==> src/rtl/riscv_pkg.sv <==
`default_nettype none
// ============================================================================
// Module      : riscv_pkg
// Description : Shared next-PC select encoding and fetch FSM state enum.
// Revision    : 1.0 - initial release
// ============================================================================
package riscv_pkg;

    typedef enum logic [1:0] {
        PC_PLUS4  = 2'b00,
        PC_BRANCH = 2'b01,
        PC_JALR   = 2'b10,
        PC_RSVD   = 2'b11
    } pc_src_e;

    typedef enum logic [2:0] {
        FS_IDLE  = 3'd0,
        FS_REQ   = 3'd1,
        FS_WAIT  = 3'd2,
        FS_HOLD  = 3'd3,
        FS_EXEC  = 3'd4,
        FS_ERROR = 3'd5
    } fetch_state_e;

    localparam logic [31:0] NOP_INSTR = 32'h0000_0013;

endpackage : riscv_pkg
`default_nettype wire

==> src/rtl/next_pc_gen.sv <==
`default_nettype none
// ============================================================================
// Module      : next_pc_gen
// Description : Combinational next-PC select with misaligned-target flag.
// Revision    : 1.0 - initial release
// ============================================================================
module next_pc_gen
    import riscv_pkg::*;
(
    input  logic [31:0] pc_i,
    input  logic [1:0]  pc_source_i,
    input  logic [31:0] imm_i,
    input  logic [31:0] alu_result_i,
    output logic [31:0] next_pc_o,
    output logic        misalign_o
);

    always_comb begin
        next_pc_o = pc_i + 32'd4;
        case (pc_src_e'(pc_source_i))
            PC_BRANCH: next_pc_o = pc_i + imm_i;
            // jalr clears bit 0 of the computed target
            PC_JALR:   next_pc_o = alu_result_i & ~32'h0000_0001;
            default:   next_pc_o = pc_i + 32'd4;
        endcase
    end

    assign misalign_o = next_pc_o[1];

endmodule : next_pc_gen
`default_nettype wire

==> src/rtl/fetch_unit.sv <==
`default_nettype none
// ============================================================================
// Module      : fetch_unit
// Description : Single-outstanding instruction fetch FSM with PC register.
// Revision    : 1.0 - initial release
// ============================================================================
module fetch_unit
    import riscv_pkg::*;
#(
    parameter logic [31:0] RESET_PC = 32'h0000_0000
) (
    input  logic        clk_i,
    input  logic        rst_i,
    input  logic [1:0]  pc_source_i,
    input  logic [31:0] imm_i,
    input  logic [31:0] alu_result_i,
    input  logic        advance_i,
    output logic        imem_req_o,
    output logic [31:0] imem_addr_o,
    input  logic        imem_gnt_i,
    input  logic        imem_rvalid_i,
    input  logic [31:0] imem_rdata_i,
    output logic [31:0] instr_o,
    output logic        instr_valid_o,
    input  logic        instr_ready_i,
    output logic [31:0] pc_o,
    output logic [31:0] pc_plus4_o,
    output logic        misalign_o
);

    fetch_state_e state_q, state_d;
    logic [31:0]  pc_q, pc_d;
    logic [31:0]  instr_q, instr_d;
    logic         misalign_q, misalign_d;
    logic [31:0]  w_next_pc;
    logic         w_next_misalign;

    next_pc_gen u_next_pc_gen (
        .pc_i         (pc_q),
        .pc_source_i  (pc_source_i),
        .imm_i        (imm_i),
        .alu_result_i (alu_result_i),
        .next_pc_o    (w_next_pc),
        .misalign_o   (w_next_misalign)
    );

    always_ff @(posedge clk_i) begin
        if (rst_i) begin
            state_q    <= FS_IDLE;
            pc_q       <= RESET_PC;
            instr_q    <= NOP_INSTR;
            misalign_q <= 1'b0;
        end else begin
            state_q    <= state_d;
            pc_q       <= pc_d;
            instr_q    <= instr_d;
            misalign_q <= misalign_d;
        end
    end

    always_comb begin
        state_d = state_q;
        case (state_q)
            FS_IDLE:  state_d = FS_REQ;
            FS_REQ:   if (imem_gnt_i)    state_d = FS_WAIT;
            FS_WAIT:  if (imem_rvalid_i) state_d = FS_HOLD;
            FS_HOLD:  if (instr_ready_i) state_d = FS_EXEC;
            FS_EXEC:  if (advance_i)     state_d = w_next_misalign ? FS_ERROR : FS_REQ;
            FS_ERROR: state_d = FS_ERROR;
            default:  state_d = FS_IDLE;
        endcase
    end

    // Datapath registers only move in the one state that owns them
    always_comb begin
        pc_d       = pc_q;
        instr_d    = instr_q;
        misalign_d = misalign_q;
        if (state_q == FS_WAIT && imem_rvalid_i) begin
            instr_d = imem_rdata_i;
        end
        if (state_q == FS_EXEC && advance_i) begin
            pc_d = w_next_pc;
            if (w_next_misalign) begin
                misalign_d = 1'b1;
            end
        end
    end

    always_comb begin
        imem_req_o    = (state_q == FS_REQ);
        instr_valid_o = (state_q == FS_HOLD);
    end

    assign imem_addr_o = pc_q;
    assign instr_o     = instr_q;
    assign pc_o        = pc_q;
    assign pc_plus4_o  = pc_q + 32'd4;
    assign misalign_o  = misalign_q;

endmodule : fetch_unit
`default_nettype wire

==> config.mk <==
export PLATFORM = sky130hd
export DESIGN_NAME = fetch_unit
export DESIGN_NICKNAME = d
export VERILOG_FILES = /design/src/rtl/riscv_pkg.sv /design/src/rtl/next_pc_gen.sv /design/src/rtl/fetch_unit.sv
export SDC_FILE = /design/constraint.sdc
export NUM_CORES = 1
export LEC_CHECK = 0
export ABC_CLOCK_PERIOD_IN_PS = 5900
export BUFFER_PORTS_ARGS = -buffer_cell sky130_fd_sc_hd__buf_2
export CORE_ASPECT_RATIO = 1.1
export CORE_MARGIN = 2
export CORE_UTILIZATION = 55
export CTS_BUF_LIST = sky130_fd_sc_hd__clkbuf_4 sky130_fd_sc_hd__clkbuf_8
export DETAILED_ROUTE_END_ITERATION = 6
export PLACE_DENSITY = 0.95
export SYNTH_ARGS = -nofsm -noshare
export SYNTH_HDL_FRONTEND = slang
export SYNTH_SLANG_ARGS = --single-unit
==> constraint.sdc <==
create_clock -name clk_i -period 5.9 [get_ports clk_i]
set_input_delay 1.18 -clock clk_i [delete_from_list [all_inputs] [get_ports clk_i]]
set_output_delay 1.18 -clock clk_i [all_outputs]
set_load 0.02 [all_outputs]
# ---- Word level (Yosys, flattened, before mapping)
# Index checks and enable logic that the tools add are counted.
# W data, S select, Z words.
dict set report totals {
  ff_bits 68
  input_bits 104
  output_inout_bits 131
  word_cells 29
}
dict set report op_classes {
  addsub 2
  n_eq_ne 11
  muxes 7
  reduce_logical 5
}
# operator n
set ops {}
lappend ops {{$pmux W32 S2} 1}
lappend ops {{$add A32 B3 Y32 const B} 1}
lappend ops {{$add A32 B32 Y32} 1}
lappend ops {{$pmux W3 S6} 1}
lappend ops {{$mux W3} 5}
lappend ops {{$eq A3 B2 Y1 const B} 2}
lappend ops {{$eq A3 B3 Y1 const B} 2}
lappend ops {{$ne A2 B1 Y1 const B} 2}
lappend ops {{$ne A2 B2 Y1 const B} 2}
lappend ops {{$reduce_and A4 Y1} 1}
lappend ops {{$eq A3 B1 Y1 const B} 1}
lappend ops {{$logic_not A3 Y1} 1}
lappend ops {{$eq A2 B1 Y1 const B} 1}
lappend ops {{$eq A2 B2 Y1 const B} 1}
lappend ops {{$logic_and A1 B1 Y1} 2}
lappend ops {{$reduce_and A2 Y1} 1}

# ---- Longest topological paths before layout
# Gate-level depths: netlist (run 1).
dict set report logic_depth {
  ltp_word 5
  mapped_depth 10
  ltp_nobuf 10
}

# ---- Modules after synthesis
# From an unflattened synthesis (run 1), not the netlist that was laid out.
dict set report hier_totals {
  hier_cells 860
  area_unflattened_um2 6207.2
}
# mod n_inst cells_each area_each_um2 seq_area_each_um2
set by_module_without_submodules {}
lappend by_module_without_submodules {fetch_unit 1 428 3238.1 1361.3}
lappend by_module_without_submodules {next_pc_gen 1 432 2969.1 0.0}

# ---- Least setup slack after synthesis (run 1)
# Ideal clock, no wire load.
dict set report synth_path {
  path_kind {input to register}
  start {input imm_i[0]}
  end {register pc_q[26] (netlist: imem_addr_o[26])}
  setup_ns 0.124
  arrival_ns 3.200
  slack_ns 2.577
  stages 10
  path_buffers 0
  cell_sequence {ha_1 > fa_1 > a21oi_1 > o211ai_1 > a31o_1 > o31a_1 > a211oi_2 > xnor2_1 > a221oi_1 > nor3_1}
}
dict set report synth_between {
  elab_chain_len 2
}
# item line_no
set synth_lines {}
lappend synth_lines {{from (decl)} fetch_unit.sv:15} ;# input logic [31:0] imm_i,
lappend synth_lines {{$add A32 B32 Y32} next_pc_gen.sv:21} ;# PC_BRANCH: next_pc_o = pc_i + imm_i;
lappend synth_lines {{$pmux W32 S2} next_pc_gen.sv:20} ;# case (pc_src_e'(pc_source_i))
lappend synth_lines {{to (signal assigned)} fetch_unit.sv:55} ;# pc_q <= pc_d;
lappend synth_lines {{to (decl)} fetch_unit.sv:32} ;# logic [31:0] pc_q, pc_d;
# No other way between the ends.
# A chain may end at the register's enable or synchronous reset.

# ---- Final worst setup path (run 1)
dict set report layout_path {
  start {register pc_q[2] (netlist: imem_addr_o[2])}
  end {output pc_plus4_o[22]}
}
dict set report layout_between {
  elab_chain_len 1
}
# item line_no
set layout_lines {}
lappend layout_lines {{$add A32 B3 Y32} fetch_unit.sv:98} ;# assign pc_plus4_o = pc_q + 32'd4;
lappend layout_lines {{to (decl)} fetch_unit.sv:27} ;# output logic [31:0] pc_plus4_o,
# No other way between the ends.

==> results.md, run 1 <==
- Synthesis Warnings: 0
- Clock tree root buffer cell: sky130_fd_sc_hd__clkbuf_8
- I/O Pins: 235
- Post-layout utilization of the core: 0.676
- Cell area after synthesis: 5770 um2
- Fraction of final layout cells sized beyond drive strength 1: 0.317
- Total global-route track usage: 0.312
- Sequential share of the synthesized area: 0.236
- Unrepaired setup endpoints after global routing: no
- Slack of the critical path: 1.94 ns
- Worst Tran Pin Value: 1.15 ns
- Sink Count: 68
- Setup violation total in the final timing report: 0
- Vias in the first global route: 5947
- Leading cell type by number of instances after synthesis: sky130_fd_sc_hd__nand2_1
- Wire length on met3: 1730 um
- Share of the clock period used by the worst path: 0.671
- Final RePlAce weighted congestion: 0.913
- Sum of negative setup slack: 0 ns
- Core ar.: 10300 um2
- Category of the worst setup path capture point: primary output
- Syn Nets: 891
- CP startpoint: imem_addr_o[2]
- Endpoint of the worst-slack reg-to-reg timing path: imem_addr_o[26]
- Primary flip-flop cell chosen by synthesis mapping: sky130_fd_sc_hd__dfxtp_1
- Max FO, Critical Path: 8
- Maximum number of pins on one net before global-route repair: 47
- IR Drop Worst-Case VDD: 0.117 mV
- Fraction of post-synthesis cell area in the top cell type by area: 0.236
- Vert. Die Dim: 111 um
- Detailed-route vias per instance: 6.07
- Cts bufs inserted: 9
- First-pass GRT wire length: 28400 um
- LEAKAGE: 0.00344 uW
- Half-perimeter wire length after placement: 13800 um
- Post-synthesis cell count: 752
- Min cycle time layout: 3.96 ns
- Register bit count reported by yosys: 68
- Kind of critical path: flop to primary output
- Maximum root-to-sink buffer count: 2
- Overall power consumption: 1680 uW
- Row cnt: 39
- Critical hold path startpoint: misalign_o
- Area growth, synth to finish: 20.6%
- Final standard cell area without fillers: 6960 um2
- Outcome: finished, final reports clean
- Cell type with the highest aggregate area in the netlist: sky130_fd_sc_hd__dfxtp_1
- Worst max-slew margin expressed relative to the limit: 0.234
- Type of origin of the critical path: flop
- Worst R2R Start: imem_addr_o[0]
- Buffers inserted during post-CTS setup optimization: 0
- # Max-Cap Violations: 0
- # resized after CTS: 0
- Met2 layer wire length in the routed design: 8930 um
- Leading cell types by total area after synthesis: sky130_fd_sc_hd__dfxtp_1 24%, sky130_fd_sc_hd__nand2_1 7.4%, sky130_fd_sc_hd__ha_1 7.4%
- Global-route congestion overflow total: 0
- Die width: 102 um
- Final routed wirelength across all metal layers: 18700 um
- Ranking of synthesized cells by instance count: 114 x sky130_fd_sc_hd__nand2_1, 76 x sky130_fd_sc_hd__a21oi_1, 68 x sky130_fd_sc_hd__dfxtp_1
- Ys async rst share: 0
- Number of buffers added to fix hold violations after cts: 0
- DP Area: 6740 um2
- Top layer in use: met4
- Register-to-register setup slack: 3.04 ns
- Hold Vio Cnt, Final: 0
- Critical path arrival: 2.78 ns
- Number of DRC violations after detailed routing: 0
- Syn Area/Cell: 7.67 um2
- Number of nets in the layout: 1069
- CTS H-Tree Depth: 3
- Wire length on met1: 7250 um
- Worst hold-check path type: flop to flop
- Crit path to: pc_plus4_o[22]
- Initial standard-cell utilization of the core: 0.560
- Final Skew: 0.0135 ns
- Fmax: 0.253 GHz
- Latest clock arrival within the worst-skew pair: 0.36 ns
- Total power density per cell area: 241 nW/um2
- Fill count: 874
- Worst r2r path cells: 10
- EDFF count, synth: 0
- First-pass DRT Iterations: 5
- Number of port buffers: 233
- DP Worst Slack: 2.15 ns
- DR vias: 6541
- Data required time at the worst endpoint: 4.72 ns
- Clock input transition at the sequential cells of the worst setup and hold paths: 0.08 ns
- N_diodes: 0
- CTS tree: built
- Post-route antenna net violation count: 0
- Avg WL per Cell: 17.3 um
- Initial antenna violation count: 0
- Full die area: 11300 um2
- Count of final max-slew check failures: 0
- Post-synth cell types: 83
- Drt initial violations: 520
## metrics by stage
step / hold slack (ns) / cells
after floorplan: 0.501 / 752
after global placement: 0.430 / 1062
after detailed placement: 0.439 / 1062
after CTS: 0.451 / 1078
after global routing: 0.465 / 1078
final: 0.447 / 1078
## state kept, by name, indices dropped and copies added (netlist names)
signal       cells
misalign_o       1
instr_o         32
imem_addr_o     32
state_q          3
## power breakdown
group          switching (uW)  internal (uW)  leakage, uW
Sequential               68.9            509     0.000550
Clock                     203            240     0.000106
Combinational             414            242      0.00278
Total                     686            991      0.00344
## routing by layer
metal,vias to the layer above,GRT usage
li1,3070,-
met1,3035,0.366
met2,371,0.530
met3,65,0.0640
met4,0,0.154
met5,-,0
## placed cells by master (no fill, tap or decap), types with 4 or more instances in the layout
cell                       count
sky130_fd_sc_hd__and3_1        5
sky130_fd_sc_hd__a31oi_1       9
sky130_fd_sc_hd__o21ai_0      38
sky130_fd_sc_hd__buf_2       233
sky130_fd_sc_hd__or2_2         5
sky130_fd_sc_hd__dfxtp_1      68
sky130_fd_sc_hd__nand3b_1      7
sky130_fd_sc_hd__a21o_1       18
sky130_fd_sc_hd__a221oi_1     16
sky130_fd_sc_hd__clkbuf_8      9
sky130_fd_sc_hd__nor4_1        6
sky130_fd_sc_hd__inv_1        18
sky130_fd_sc_hd__nor2b_1       5
sky130_fd_sc_hd__ha_1         34
sky130_fd_sc_hd__nor3b_1       4
sky130_fd_sc_hd__xnor2_1      36
sky130_fd_sc_hd__xor2_1       15
sky130_fd_sc_hd__o21a_1        8
sky130_fd_sc_hd__nand2_1     114
sky130_fd_sc_hd__buf_4         7
sky130_fd_sc_hd__and3_2        4
sky130_fd_sc_hd__nand4_1      10
sky130_fd_sc_hd__nand3_1      24
sky130_fd_sc_hd__o22ai_1      11
sky130_fd_sc_hd__nor3_1       19
sky130_fd_sc_hd__a211oi_1      9
sky130_fd_sc_hd__a21oi_1      76
sky130_fd_sc_hd__nor2_1       36
sky130_fd_sc_hd__o211ai_1      6
## worst max-delay path, stage by stage, from the launching register on
cell and delay, ns:
sky130_fd_sc_hd__dfxtp_1 0.55, sky130_fd_sc_hd__ha_1 0.35, sky130_fd_sc_hd__and4_1 0.38, sky130_fd_sc_hd__nand4_4 0.21, sky130_fd_sc_hd__nor2_4 0.29, sky130_fd_sc_hd__and3_4 0.26, sky130_fd_sc_hd__xor2_2 0.20, sky130_fd_sc_hd__buf_2 0.20
## cell families (layout without fill, tap and decap cells)
logic type	Yosys count	count (layout)	synth area share
multiplexers	1	1	0.00174
flip-flops	68	68	0.236
adder cells (fa/ha/maj)	35	35	0.0772
AO/OA/AOI/OAI	233	233	0.268
buffers and inverters	91	274	0.0870
XOR/XNOR	52	52	0.0803
AND/OR/NAND/NOR	272	272	0.250
## cell type report
type / instances / area, um2 / area share
tap: 143 / 179 / 0.0257
inverter: 18 / 67.6 / 0.00971
multi-input combinational: 593 / 3910 / 0.562
sequential: 68 / 1360 / 0.196
clock buffer: 9 / 124 / 0.0178
clock inverter: 7 / 97.6 / 0.0140
timing repair buffer: 240 / 1220 / 0.175
## worst min path at each step
stage	slack, ns	cells after the start	endpoint
2_1_floorplan	0.50	1	state_q[1]
3_3_place_gp	0.43	2	misalign_o
3_5_place_dp	0.44	2	misalign_o
4_1_cts	0.45	2	misalign_o
5_1_grt	0.47	2	instr_o[6]
6_report	0.45	2	misalign_o
Power figures use the tool's default switching activity.
==> run 2: changes to the inputs <==
--- a/config.mk
+++ b/config.mk
@@ -5,14 +5,14 @@
 export SDC_FILE = /design/constraint.sdc
 export NUM_CORES = 1
 export LEC_CHECK = 0
-export ABC_CLOCK_PERIOD_IN_PS = 5900
+export ABC_CLOCK_PERIOD_IN_PS = 3900
 export BUFFER_PORTS_ARGS = -buffer_cell sky130_fd_sc_hd__buf_2
 export CORE_ASPECT_RATIO = 1.1
 export CORE_MARGIN = 2
-export CORE_UTILIZATION = 55
+export CORE_UTILIZATION = 51
 export CTS_BUF_LIST = sky130_fd_sc_hd__clkbuf_4 sky130_fd_sc_hd__clkbuf_8
 export DETAILED_ROUTE_END_ITERATION = 6
-export PLACE_DENSITY = 0.95
+export PLACE_DENSITY = 0.91
 export SYNTH_ARGS = -nofsm -noshare
 export SYNTH_HDL_FRONTEND = slang
 export SYNTH_SLANG_ARGS = --single-unit
==> constraint.sdc (replaced) <==
create_clock -name clk_i -period 3.9 [get_ports clk_i]
set_input_delay 0.78 -clock clk_i [delete_from_list [all_inputs] [get_ports clk_i]]
set_output_delay 0.78 -clock clk_i [all_outputs]
set_load 0.02 [all_outputs]
==> run 2 against run 1 <==
  * Register-to-register slack got worse by 2.0 ns
  * Core utilization down 3.6 points
  * Hold slack better by 0.0039 ns
  * First-iteration DRC count grew 23%
  * Clock power grew 63%
  * Critical endpoint unchanged
  * Non-clock buffer count rose by 3
  * Sequential share of layout area decreased by 0.16 points
  * Global-route usage fell by 1.7 points
  * Worst setup slack got worse by 1.6 ns
  * Critical path type unchanged
  * Die area up 7.5%
  * Sequential power is 51% higher
==> results.md, run 2 (synthesized netlist as in run 1, its figures left out) <==
- Routing usage on met2: 0.502 (-0.0288)
- Worst hold-check path type: flop to flop
- Vert. Die Dim: 116 um (+3.7%)
- Unrepaired setup endpoints after global routing: no
- Share of the clock period used by the worst path: 0.900
- M1 GR Usage: 0.375 (+0.00864)
- Max FO, Critical Path: 8 (unchanged)
- Data required time at the worst endpoint: 3.12 ns (-1.60 ns)
- Core ar.: 11000 um2 (+6.5%)
- Number of buffers added to fix hold violations after cts: 0 (unchanged)
- Final routed wirelength across all metal layers: 18600 um (-0.28%)
- Overall power consumption: 2590 uW (+55%)
- N_diodes: 0 (unchanged)
- Full die area: 12200 um2 (+7.5%)
- Avg WL per Cell: 17.2 um (-0.92%)
- Sum of negative setup slack: 0 ns (unchanged)
- Initial standard-cell utilization of the core: 0.526 (-0.0340)
- Fraction of final layout cells sized beyond drive strength 1: 0.319 (+0.00219)
- Area growth, synth to finish: 21.6%
- Met3 capacity usage during global routing: 0.0506 (-0.0134)
- Drt initial violations: 639 (+23%)
- Count of final max-slew check failures: 0 (unchanged)
- Number of DRC violations after detailed routing: 0 (unchanged)
- Kind of critical path: flop to primary output
- Sink Count: 68 (unchanged)
- Total global-route track usage: 0.294 (-0.0173)
- First-pass DRT Iterations: 5 (unchanged)
- DR vias: 6476 (-0.99%)
- Worst max-slew margin expressed relative to the limit: 0.212 (-0.0223)
- Clock tree root buffer cell: sky130_fd_sc_hd__clkbuf_8
- Type of origin of the critical path: flop
- CTS tree: built
- Longest individual stage delay on the worst path: 0.53 ns (-0.02 ns)
- First-pass GRT wire length: 28800 um (+1.7%)
- LEAKAGE: 0.00348 uW (+1.0%)
- Final RePlAce weighted congestion: 0.986 (+8.1%)
- Min cycle time layout: 3.51 ns
- Vias in the first global route: 5771 (-3.0%)
- Clock input transition at the sequential cells of the worst setup and hold paths: 0.07 ns (about the same)
- # Max-Cap Violations: 0 (unchanged)
- Outcome: finished, final reports clean
- Maximum root-to-sink buffer count: 2 (unchanged)
- Ordered cell list for the critical path: ha_1 > and4_1 > nand4_4 > nor2_4 > and3_4 > xor2_2 > buf_2
- Maximum number of pins on one net before global-route repair: 48 (+2.1%)
- Fmax: 0.285 GHz
- Setup violation total in the final timing report: 0 (unchanged)
- Half-perimeter wire length after placement: 14000 um (+1.8%)
- Buffers inserted during post-CTS setup optimization: 0 (unchanged)
- Category of the worst setup path capture point: primary output
- Hold Vio Cnt, Final: 0 (unchanged)
- Cts bufs inserted: 9 (unchanged)
- I/O Pins: 235 (unchanged)
- Post-route antenna net violation count: 0 (unchanged)
- Total power density per cell area: 370 nW/um2 (+53%)
- Cell at the slowest stage of the critical path: sky130_fd_sc_hd__dfxtp_1
- Die width: 105 um (+3.7%)
- Number of port buffers: 233 (unchanged)
- Commonest cells after routing, fill and taps aside: 233 x sky130_fd_sc_hd__buf_2, 114 x sky130_fd_sc_hd__nand2_1, 76 x sky130_fd_sc_hd__a21oi_1
- CTS H-Tree Depth: 3 (unchanged)
- Initial antenna violation count: 0 (unchanged)
- Row cnt: 40 (+2.6%)
- Critical path arrival: 2.73 ns (-0.05 ns)
- Worst Tran Pin Value: 1.18 ns (+0.0334 ns)
- Global-route congestion overflow total: 0 (unchanged)
- IR Drop Worst-Case VDD: 0.163 mV (+40%)
- GR peak layer: met2
- Number of nets in the layout: 1072 (+0.28%)
- Most common cell after layout, fill and taps aside: sky130_fd_sc_hd__buf_2
- Detailed-route vias per instance: 5.97 (-1.6%)
- Worst Hold Slack: 0.451 ns (+0.00389 ns)
- # resized after CTS: 0 (unchanged)
- Final Skew: 0.0159 ns (+0.00237 ns)
- Latest clock arrival within the worst-skew pair: 0.35 ns (about the same)
-- run 2: cell types whose count changed in the layout (fill, tap and decap cells not counted) --
| cell | delta |
|---|---|
| sky130_fd_sc_hd__buf_4 | +3 |
| sky130_fd_sc_hd__bufinv_16 | +1 |
| sky130_fd_sc_hd__clkbuf_4 | +1 |
| sky130_fd_sc_hd__clkinv_4 | +2 |
| sky130_fd_sc_hd__clkinvlp_4 | -2 |
| sky130_fd_sc_hd__inv_6 | -2 |
| sky130_fd_sc_hd__nor3b_2 | -1 |
| sky130_fd_sc_hd__nor3b_4 | +1 |
-- run 2: per-layer routing --
| layer | share of wire | up-vias |
|---|---|---|
| met4 | 0.024 | 0 |
| met3 | 0.10 | 44 |
| met2 | 0.47 | 388 |
| met5 | 0 | - |
| li1 | - | 3069 |
| met1 | 0.41 | 2975 |
-- run 2: cell type report --
cell class | instances | area [um2]
clock buffers | 10 | 131
clock inverters | 6 | 113
fillers | 968 | 3950
inverters | 18 | 67.6
multi-input cells | 593 | 3920
flip-flops and latches | 68 | 1360
well taps | 147 | 184
repair buffers | 243 | 1240
-- run 2: path summary, 6_finish.rpt --
| kind | start | endpoint | slack, ns | cells past startpoint |
|---|---|---|---|---|
| worst min register to register | instr_o[13] | instr_o[13] | 0.45 | 2 |
| worst min-delay path | instr_o[13] | instr_o[13] | 0.45 | 2 |
| worst max register to register | imem_addr_o[0] | imem_addr_o[26] | 1.04 | 10 |
| worst max-delay path | imem_addr_o[2] | pc_plus4_o[22] | 0.39 | 7 |
-- run 2: power by group --
part,internal (uW),switching (uW),leakage [uW],total (uW)
Sequential,771,102,0.000550,873
Combinational,369,629,0.00280,998
Clock,433,291,0.000124,724
Total,1570,1020,0.00348,2590
-- run 2: worst max-delay path, delay by kind of cell (launching register included) --
| family | cells | cell delay, ns |
|---|---|---|
| and+or+nand+nor | 4 | 1.13 |
| buffers and inverters | 1 | 0.23 |
| adders and majority gates | 1 | 0.34 |
| DFF | 1 | 0.53 |
| xor gates and xnor gates | 1 | 0.15 |
-- run 2: per-stage QoR --
stage / instances / util / setup slack (ns) / area [um2]
after floorplan: 752 / - / 0.977 / 5770
after global placement: 1069 / 0.618 / 0.622 / 6770
after detailed placement: 1069 / 0.618 / 0.597 / 6770
after CTS: 1085 / 0.640 / 0.395 / 7010
after global routing: 1085 / 0.640 / 0.221 / 7010
final: 1085 / 0.640 / 0.391 / 7010
==> run 3: changes to the inputs <==
--- a/config.mk
+++ b/config.mk
@@ -9,10 +9,10 @@
 export BUFFER_PORTS_ARGS = -buffer_cell sky130_fd_sc_hd__buf_2
 export CORE_ASPECT_RATIO = 1.1
 export CORE_MARGIN = 2
-export CORE_UTILIZATION = 51
+export CORE_UTILIZATION = 30
 export CTS_BUF_LIST = sky130_fd_sc_hd__clkbuf_4 sky130_fd_sc_hd__clkbuf_8
 export DETAILED_ROUTE_END_ITERATION = 6
-export PLACE_DENSITY = 0.91
+export PLACE_DENSITY = 0.61
 export SYNTH_ARGS = -nofsm -noshare
 export SYNTH_HDL_FRONTEND = slang
 export SYNTH_SLANG_ARGS = --single-unit
==> run 3 against run 2 <==
  * Register-to-register slack got worse by 0.11 ns
  * Via count decreased by 3.9%
  * Cell area increased by 1.9%
  * Sequential power decreased by 1%
  * Clock skew decreased by 0.0063 ns
  * Largest power group unchanged
  * Global-route usage decreased by 10 points
  * First-iteration DRC count decreased by 40%
  * Flip-flop and latch count unchanged
  * Die area increased by 67%
  * Total power decreased by 2.8%
  * Count of clock-buffer cells in the layout increased by 1
  * Core utilization decreased by 26 points
==> results.md, run 3 (synthesized netlist as in run 1, its figures left out) <==
- Outcome: finished, final reports clean
- # resized after CTS: 0 (unchanged)
- First-pass DRT Iterations: 5 (unchanged)
- Full die area: 20300 um2 (+67%)
- Worst R2R Start: imem_addr_o[0]
- Fmax: 0.282 GHz (-0.91%)
- Commonest cells after routing, fill and taps aside: 233 x sky130_fd_sc_hd__buf_2, 114 x sky130_fd_sc_hd__nand2_1, 76 x sky130_fd_sc_hd__a21oi_1
- Final RePlAce weighted congestion: 0.903 (-8.5%)
- Category of the worst setup path capture point: primary output
- N_diodes: 0 (unchanged)
- First-pass GRT wire length: 30900 um (+7.1%)
- Endpoint of the worst-slack reg-to-reg timing path: imem_addr_o[28]
- Worst Tran Pin Value: 0.846 ns (-0.333 ns)
- I/O Pins: 235 (unchanged)
- DR vias: 6226 (-3.9%)
- Min-Delay Path Depth: 2 (unchanged)
- Total global-route track usage: 0.195 (-0.0998)
- CP startpoint: imem_addr_o[2]
- Clock input transition at the sequential cells of the worst setup and hold paths: 0.08 ns (about the same)
- Number of nets in the layout: 1078 (+0.56%)
- Worst hold-check path type: flop to flop
- Initial antenna violation count: 0 (unchanged)
- Final standard cell area without fillers: 7150 um2 (+1.9%)
- Half-perimeter wire length after placement: 16000 um (+14%)
- Global-route congestion overflow total: 0 (unchanged)
- Post-route antenna net violation count: 0 (unchanged)
- Number of port buffers: 233 (unchanged)
- Core ar.: 19000 um2 (+73%)
- Initial standard-cell utilization of the core: 0.304 (-0.222)
- Total power density per cell area: 353 nW/um2 (-4.6%)
- Type of origin of the critical path: flop
- Number of DRC violations after detailed routing: 0 (unchanged)
- Count of final max-slew check failures: 0 (unchanged)
- Min cycle time layout: 3.54 ns (+0.0321 ns)
- Final instance count without filler cells: 1191 (+9.8%)
- Placed cells: 1175 (+9.9%)
- Overall power consumption: 2520 uW (-2.8%)
- Hold Vio Cnt, Final: 0 (unchanged)
- Fraction of final layout cells sized beyond drive strength 1: 0.323 (+0.00433)
- Drt initial violations: 385 (-40%)
- IR Drop Worst-Case VDD: 0.191 mV (+17%)
- Crit path to: pc_plus4_o[22]
- DP Area: 6940 um2 (+2.5%)
- Critical path arrival: 2.76 ns (+0.03 ns)
- LEAKAGE: 0.00349 uW (+0.27%)
- Final Skew: 0.00956 ns (-0.00631 ns)
- Unrepaired setup endpoints after global routing: no
- Worst max-slew margin expressed relative to the limit: 0.434 (+0.222)
- Vert. Die Dim: 149 um (+29%)
- Detailed-route vias per instance: 5.23 (-12%)
- Row cnt: 53 (+33%)
- Worst r2r path cells: 10 (unchanged)
- Area growth, synth to finish: 24.0%
- Worst Hold Slack: 0.452 ns (+0.000597 ns)
- Most common cell after layout, fill and taps aside: sky130_fd_sc_hd__buf_2
- Share of the clock period used by the worst path: 0.908 (+0.00822)
- Die width: 136 um (+29%)
- Maximum root-to-sink buffer count: 2 (unchanged)
- Max FO, Critical Path: 8 (unchanged)
- Fill count: 2072 (+110%)
- Sink Count: 68 (unchanged)
- Register-to-register setup slack: 0.93 ns (-0.11 ns)
- Final routed wirelength across all metal layers: 20600 um (+11%)
- Maximum number of pins on one net before global-route repair: 55 (+15%)
- Buffers inserted during post-CTS setup optimization: 0 (unchanged)
- Data required time at the worst endpoint: 3.12 ns (about the same)
- Number of buffers added to fix hold violations after cts: 0 (unchanged)
- Kind of critical path: flop to primary output
- Cts bufs inserted: 9 (unchanged)
- CTS tree: built
- Clock tree root buffer cell: sky130_fd_sc_hd__clkbuf_8
- # Max-Cap Violations: 0 (unchanged)
- Vias in the first global route: 5678 (-1.6%)
- Latest clock arrival within the worst-skew pair: 0.35 ns (about the same)
- Sum of negative setup slack: 0 ns (unchanged)
- Avg WL per Cell: 17.3 um (+0.99%)
- Setup violation total in the final timing report: 0 (unchanged)
- CTS H-Tree Depth: 3 (unchanged)
## run 3: cell count changes in the layout (fill, tap and decap cells not counted), moves of 2 or more
cell	before	now
sky130_fd_sc_hd__buf_4	10	16
sky130_fd_sc_hd__bufinv_16	3	1
sky130_fd_sc_hd__clkinvlp_4	0	2
sky130_fd_sc_hd__clkbuf_8	9	11
sky130_fd_sc_hd__clkinv_4	2	0
## run 3: worst min-delay path by stage
stage,from,end,slack (ns)
after floorplan,state_q[2],state_q[1],0.50
after global placement,misalign_o,misalign_o,0.43
after detailed placement,misalign_o,misalign_o,0.44
after CTS,instr_o[21],instr_o[21],0.45
after global routing,instr_o[28],instr_o[28],0.47
final,instr_o[21],instr_o[21],0.45
## run 3: metrics by stage
stage | util | worst slack [ns]
after floorplan | - | 0.977
after global placement | 0.366 | 0.416
after detailed placement | 0.366 | 0.373
after CTS | 0.377 | 0.341
after global routing | 0.377 | 0.250
final | 0.377 | 0.359
## run 3: area by class of cell
class	instances	area (um2)	area share
Multi-Input combinational cell	593	3920	0.548
Sequential cell	68	1360	0.190
Timing Repair Buffer	249	1290	0.180
Tap cell	247	309	0.0432
Clock buffer	11	151	0.0212
Inverter	18	67.6	0.00945
Clock inverter	5	58.8	0.00823
## run 3: where the power goes
group | switching [uW] | total, uW | internal, uW | leakage [uW]
Combinational | 646 | 1020 | 378 | 0.00283
Clock | 305 | 636 | 332 | 0.000102
Sequential | 92.0 | 863 | 771 | 0.000550
Total | 1040 | 2520 | 1480 | 0.00349
## run 3: routing by layer
layer	global-route usage	routed length [um]	vias to the layer above
li1	-	-	3086
met1	0.252	9100	2861
met2	0.330	9720	254
met3	0.0335	1440	25
met4	0.0573	368	0
met5	0	0	-
## run 3: critical path, cell delays in order (launching register included)
cell,delay (ns)
sky130_fd_sc_hd__dfxtp_1,0.50
sky130_fd_sc_hd__ha_1,0.38
sky130_fd_sc_hd__and4_1,0.35
sky130_fd_sc_hd__nand4_4,0.21
sky130_fd_sc_hd__nor2_4,0.31
sky130_fd_sc_hd__and3_4,0.25
sky130_fd_sc_hd__xor2_2,0.21
sky130_fd_sc_hd__buf_2,0.20
